[config.mk]
export PLATFORM = sky130hd
export DESIGN_NAME = recv_stream
export DESIGN_NICKNAME = d
export VERILOG_FILES = /design/src/rtl/recv_pkg.sv /design/src/rtl/recv_skid_buf.sv /design/src/rtl/recv_stream.sv
export SDC_FILE = /design/constraint.sdc
export NUM_CORES = 1
export LEC_CHECK = 0
export ABC_CLOCK_PERIOD_IN_PS = 2600
export CAP_MARGIN = 20
export CORE_MARGIN = 2
export CORE_UTILIZATION = 55
export CTS_BUF_LIST = sky130_fd_sc_hd__clkbuf_4
export DETAILED_ROUTE_END_ITERATION = 12
export GPL_TIMING_DRIVEN = 0
export MAX_ROUTING_LAYER = met4
export PLACE_DENSITY = 0.87
export SYNTH_ARGS = -nofsm -noshare
export SYNTH_HDL_FRONTEND = slang
export SYNTH_SLANG_ARGS = --single-unit
[constraint.sdc]
create_clock -name clk_r -period 2.6 [get_ports clk_r]
set_input_delay 0.39 -clock clk_r [delete_from_list [all_inputs] [get_ports clk_r]]
set_output_delay 0.39 -clock clk_r [all_outputs]
set_load 0.1 [all_outputs]
[src/rtl/recv_pkg.sv]
// rtl/recv_pkg.sv - shared constants, pointer-width helper and stream record for recv_stream
package recv_pkg;

  localparam int RECV_DATA_W    = 8;
  localparam int RECV_BUF_DEPTH = 4;
  localparam int RECV_CNT_W     = 16;

  function automatic int RECV_PTR_W(input int depth);
    return (depth > 1) ? $clog2(depth) : 1;
  endfunction

  typedef struct packed {
    logic [RECV_DATA_W-1:0] data;
    logic                   valid;
  } recv_stream_t;

endpackage

[src/rtl/recv_skid_buf.sv]
// rtl/recv_skid_buf.sv - circular skid buffer absorbing the FIFO read latency
module recv_skid_buf
  import recv_pkg::*;
#(
  parameter int DATA_W    = RECV_DATA_W,
  parameter int BUF_DEPTH = RECV_BUF_DEPTH,
  localparam int PTR_W    = RECV_PTR_W(BUF_DEPTH),
  localparam int OCC_W    = PTR_W + 1
) (
  input  logic              clk_r,
  input  logic              reset,
  input  logic              push,
  input  logic [DATA_W-1:0] push_data,
  input  logic              pop,
  output logic [OCC_W-1:0]  occ,
  output logic [DATA_W-1:0] head
);

  logic [DATA_W-1:0] mem [BUF_DEPTH];
  logic [PTR_W-1:0]  wr_ptr;
  logic [PTR_W-1:0]  rd_ptr;

  // Storage is cleared too so the head reads 0 straight out of reset.
  always_ff @(posedge clk_r or posedge reset) begin
    if (reset) begin
      wr_ptr <= '0;
      rd_ptr <= '0;
      occ    <= '0;
      for (int i = 0; i < BUF_DEPTH; i++) mem[i] <= '0;
    end else begin
      if (push) begin
        mem[wr_ptr] <= push_data;
        wr_ptr      <= wr_ptr + PTR_W'(1);
      end
      if (pop) rd_ptr <= rd_ptr + PTR_W'(1);
      if (push && !pop)      occ <= occ + OCC_W'(1);
      else if (!push && pop) occ <= occ - OCC_W'(1);
    end
  end

  assign head = mem[rd_ptr];

  // The credit check upstream makes these unreachable; they guard the bookkeeping.
  a_no_overflow: assert property (@(posedge clk_r) disable iff (reset)
    !(push && !pop && occ == OCC_W'(BUF_DEPTH)));
  a_no_underflow: assert property (@(posedge clk_r) disable iff (reset)
    !(pop && occ == '0));

endmodule

[src/rtl/recv_stream.sv]
// rtl/recv_stream.sv - FIFO read-side receiver: credit-based reads, skid buffer, valid/ready output
module recv_stream
  import recv_pkg::*;
#(
  parameter int DATA_W    = RECV_DATA_W,
  parameter int BUF_DEPTH = RECV_BUF_DEPTH,
  parameter int CNT_W     = RECV_CNT_W,
  parameter int ZERO_FILL = 1
) (
  input  logic              clk_r,
  input  logic              reset,
  input  logic              empty,
  input  logic [DATA_W-1:0] rd_data,
  output logic              rd_en,
  output logic [DATA_W-1:0] out_data,
  output logic              out_valid,
  input  logic              out_ready,
  input  logic              clr_stats,
  output logic [CNT_W-1:0]  starve_cnt
);

  localparam int OCC_W = RECV_PTR_W(BUF_DEPTH) + 1;
  localparam logic [CNT_W-1:0] CNT_MAX = '1;

  logic [OCC_W-1:0]  occ;
  logic [OCC_W-1:0]  credit;
  logic              inflight;
  logic              pop;
  logic [DATA_W-1:0] head;

  // In-flight reads already own a slot; no credit is taken for a same-cycle pop.
  assign credit    = occ + OCC_W'(inflight);
  assign rd_en     = !reset && !empty && (credit < OCC_W'(BUF_DEPTH));
  assign out_valid = (occ != '0);
  assign pop       = out_valid && out_ready;
  assign out_data  = (ZERO_FILL != 0 && !out_valid) ? '0 : head;

  always_ff @(posedge clk_r or posedge reset) begin
    if (reset) inflight <= 1'b0;
    else       inflight <= rd_en;
  end

  recv_skid_buf #(
    .DATA_W    (DATA_W),
    .BUF_DEPTH (BUF_DEPTH)
  ) u_skid (
    .clk_r     (clk_r),
    .reset     (reset),
    .push      (inflight),
    .push_data (rd_data),
    .pop       (pop),
    .occ       (occ),
    .head      (head)
  );

  always_ff @(posedge clk_r or posedge reset) begin
    if (reset) begin
      starve_cnt <= '0;
    end else if (clr_stats) begin
      starve_cnt <= '0;
    end else if (out_ready && !out_valid && starve_cnt != CNT_MAX) begin
      starve_cnt <= starve_cnt + CNT_W'(1);
    end
  end

endmodule

After elaboration in Yosys (flattened, before gate mapping) --
Index checks and enable logic that the tools add are counted. Widths: inputs -> output; s select.
Word-level totals: input bits 13, word-level logic and storage cells 49, register bits after elaboration 56, output and inout port bits 26
Operators by class: order comparisons 4, mux-type cells 11, bitwise operators 2, equality and inequality tests 1, add/subtract/negate cells 6, reductions and logical operators 16
Operator list (count):
- $bwmux 32 | 1
- $mux 16 | 2
- $mux 8 | 4
- $add 16x1->16 const B | 1
- $bmux 8 s2 | 1
- $demux 8 s2 | 1
- $ne 16x16->1 const B | 1
- $logic_and 1x1->1 | 8
- $ge 3x3->1 const B | 2
- $mux 3 | 2
- $not 2->3 | 2
- $logic_not 1->1 | 5
- $add 2x1->2 const B | 2
- $reduce_bool 2->1 | 2
- $add 3x1->3 | 1
- $add 3x1->3 const B | 1
- $lt 3x1->1 const B | 1
- $lt 3x3->1 const B | 1
- $reduce_bool 3->1 | 1
- $sub 3x1->3 const B | 1

Depth between registers and ports, before layout --
depth in word-level cells 6, mapped depth 9, mapped depth without buffers 9

Cells and area by module --
A second synthesis with hierarchy kept.
Second synthesis, totals: cell total of the unflattened synthesis 224, area total of the unflattened synthesis 2835.2 µm²
Modules (own cells, without submodules):
- recv_skid_buf | seq. area each 975.9 µm², times used 1, cells each 108, area an instance 1752.9 µm²
- recv_stream | seq. area each 425.4 µm², times used 1, cells each 116, area an instance 1082.3 µm²

Worst setup path after synthesis --
No wires, ideal clock.
kind register to output, from register inflight, to output rd_en, data arrival time 2.887 ns, required time 2.210 ns, path buffers 1, stages on the path, launching flop included 5, setup slack -0.677 ns, path through dfrtp_1 clkbuf_1 nand3_1 xnor2_1 nor3_1
On the way: longest elaborated chain between the ends 3
Ends and longest elaborated chain:
- start: declaration | RTL line recv_stream.sv:27 | logic inflight;
- start signal: assignment | RTL line recv_stream.sv:40 | else inflight <= rd_en;
- $add 3x1->3 | RTL line recv_stream.sv:32 | assign credit = occ + OCC_W'(inflight);
- $lt 3x3->1 | RTL line recv_stream.sv:33 | assign rd_en = !reset && !empty && (credit < OCC_W'(BUF_DEPTH));
- $logic_and 1x1->1 | RTL line recv_stream.sv:33
- end: declaration | RTL line recv_stream.sv:14 | output logic rd_en,
Every way passes these cells.

Worst setup path in the final report --
from register starve_cnt[0], to output starve_cnt[0]
RTL lines:
- start: declaration | RTL line recv_stream.sv:19 | output logic [CNT_W-1:0] starve_cnt
- start signal: assignment | RTL line recv_stream.sv:62 | starve_cnt <= starve_cnt + CNT_W'(1);
No word-level cell between the ends.

==> flow_summary.json <==
{
  "ys.flop_type": "dfrtp_1",
  "drc_errors": 0,
  "clk_pin_slew_worst_paths_ns": 0.15,
  "ctsHoldBuffers": 0,
  "cts_tree": "done",
  "clkPwrFrac": 0.093,
  "gp_congestion": 0.840,
  "swShare": 0.499,
  "relSlewSlack": 0.349,
  "ir_worst_vdd_mv": 0.601,
  "crit_path_start_kind": "flop",
  "yosysMostFrequentCell": "dfrtp_1",
  "maxCapViolCount": 0,
  "syn_area_sq_mm": 0.00274,
  "ys_seq_area_frac": 0.512,
  "fin_nets": 282,
  "status": "complete, no violations",
  "syn2layout_area_growth_pct": 18.2,
  "final_hold_viol_count": 0,
  "synth_common_cells": "56 x dfrtp_1, 34 x mux2_2, 14 x a21oi_1, 14 x nand2_1",
  "avgSynthCellArea_sq_um": 12.5,
  "grt_pass1_wl_um": 8520,
  "ys_types": 32,
  "dieArea_sq_mm": 0.00555,
  "coreArea_sq_mm": 0.00475,
  "cts.sinks": 56,
  "grt_max_degree": 43,
  "num_rows": 25,
  "finalSetupViolCount": 0,
  "syn_nets": 238,
  "grt_use_met1": 0.283,
  "cpPeakStageDelay_ns": 1.19,
  "tightest_slew_ns": 0.973,
  "p_int_uw": 2010,
  "period_share": 0.949,
  "fmaxAchievable_mhz": 405,
  "rr_endpoint": "u_skid.occ[2]",
  "wire_per_inst_um": 15.4,
  "critPathMaxFanout": 8,
  "antenna_cells": 0,
  "sequentialPowerShare": 0.353,
  "ant_nets": 0,
  "critPathBufInv": 1,
  "cts_max_level": 2,
  "finish.utilization": 0.680,
  "grt_use_total": 0.209,
  "crit_family": "buffers and inverters",
  "clk_path_buf_depth": 2,
  "combPwrFrac": 0.554,
  "drv_slew": 0,
  "p_switching_uw": 2000,
  "grt_antenna_before_repair": 0,
  "vias_per_cell": 5.74,
  "yosys_register_bits": 56,
  "start_util": 0.575,
  "met3_usage": 0.0420,
  "cts_made_buffers": 5,
  "die_w_um": 74.5,
  "drive_gt1_frac": 0.266,
  "path_cells": "clkdlybuf4s50_1",
  "regToRegStartpoint": "u_skid.occ[0]",
  "synth_area_leaders": "dfrtp_1 51%, mux2_2 14%, mux4_2 6.6%",
  "cts_setup_buffers": 0,
  "cp.required_ns": 2.21,
  "rsz0062_at_grt": "false",
  "wirelength_um": 5100,
  "first_pass_iters": 4,
  "regToRegSetupSlack_ns": 0.47,
  "cp_slowest_cell": "clkdlybuf4s50_1",
  "grt.met2_usage": 0.324,
  "fin_skew_ns": 0.00686,
  "grt_pass1_vias": 1781,
  "ios": 39,
  "post-dp-hpwl_um": 3630,
  "drt_iter0_drc": 137,
  "num_vias": 1893,
  "yosys.area.top_type": "dfrtp_1",
  "powerDensity_mw_per_mm2": 1240,
  "hold_class": "in2async",
  "cp-end-kind": "primary output",
  "overflow": 0,
  "io_buffer_count": 37,
  "clock_latency_ns": 0.37,
  "synthCells": 218,
  "min_period_ns": 2.47,
  "synth_warnings": 0,
  "whs_ns": 0.313,
  "async_flop_share": 1.00,
  "netlist.area_leader.share": 0.512,
  "die_h_um": 74.5,
  "reg2regPathDepth": 9,
  "crit_type": "reg2out",
  "root_buffer": "clkbuf_4",
  "top_usage_layer": "met2",
  "synth_edf_count": 0,
  "p_leak_uw": 0.00131,
  "arrival_ns": 2.08
}
## state kept, by name (all words and copies together), names as in the netlist
| register | cells |
|---|---|
| u_skid.occ | 3 |
| inflight | 1 |
| starve_cnt | 16 |
| u_skid.mem | 32 |
| u_skid.rd_ptr | 2 |
| u_skid.wr_ptr | 2 |
## power groups by stage
stage	registers (uW)	logic (uW)	clock network [uW]
final	1410	2220	373
after global routing	1460	2350	417
after CTS	1420	2250	382
after detailed placement	1410	2400	0
after global placement	1380	2350	0
after floorplan	1370	1930	0
## worst max path at each step
stage	startpoint	to	slack (ns)	depth (start not counted)
6_report	starve_cnt[0]	starve_cnt[0]	0.13	1
5_1_grt	inflight	rd_en	0.003	5
4_1_cts	u_skid.rd_ptr[0]	out_data[0]	-0.04	4
3_5_place_dp	u_skid.rd_ptr[1]	out_data[0]	-0.14	4
2_1_floorplan	inflight	rd_en	0.20	4
3_3_place_gp	reset	starve_cnt[11]	-0.21	2
## logic make-up after synthesis
logic type,synth area share
muxes,0.206
xor gates and xnor gates,0.0256
and+or+nand+nor,0.139
DFF,0.512
AOI/OAI and AO/OA,0.0636
buffers and inverters,0.0188
adders and majority gates,0.0348
## stage by stage
step	TNS, ns	area (sq um)	instances	setup slack, ns	total power (uW)
global placement	-12.21	3200	322	-0.206	3730
global route	0	3230	330	0.00264	4220
floorplan	0	2740	218	0.196	3300
detailed placement	-0.971	3220	323	-0.141	3810
finish	0	3230	330	0.132	4010
CTS	-0.0362	3240	330	-0.0362	4050
## final cells by class
cell class | count | area [sq um]
fillers | 368 | 1520
flip-flops and latches | 56 | 1400
multi-input cells | 149 | 1290
repair buffers | 38 | 353
well taps | 67 | 83.8
clock buffers | 5 | 37.5
plain buffers | 7 | 32.5
clock inverters | 3 | 18.8
inverters | 5 | 18.8
## repair_timing
item / in CTS / in global routing
gates cloned: 0 / 0
endpoints found under the setup margin: 10 / 1
gates resized for setup: 44 / 3
## cell usage in the layout, fill, tap and decap left out, drive strengths merged, types with 3 or more instances in the layout
master and instances:
xor2 4, nand3 4, o31ai 8, clkbuf 10, clkdlybuf4s50 27, nand2 14
or4 6, or3 6, mux4 8, ha 6, dfrtp 56, mux2 34
clkinv 3, inv 5, nand4 7, nor2 3, and3 4, buf 11
nor3 3, and2 8, a21oi 14, o21ai 7, xnor2 4
## metal layers
layer,wire length (um),part of all wire
met3,183,0.036
met4,71,0.014
met1,2300,0.45
met2,2540,0.50
met5,0,0
Note: power is estimated with default switching activity, not from simulation.
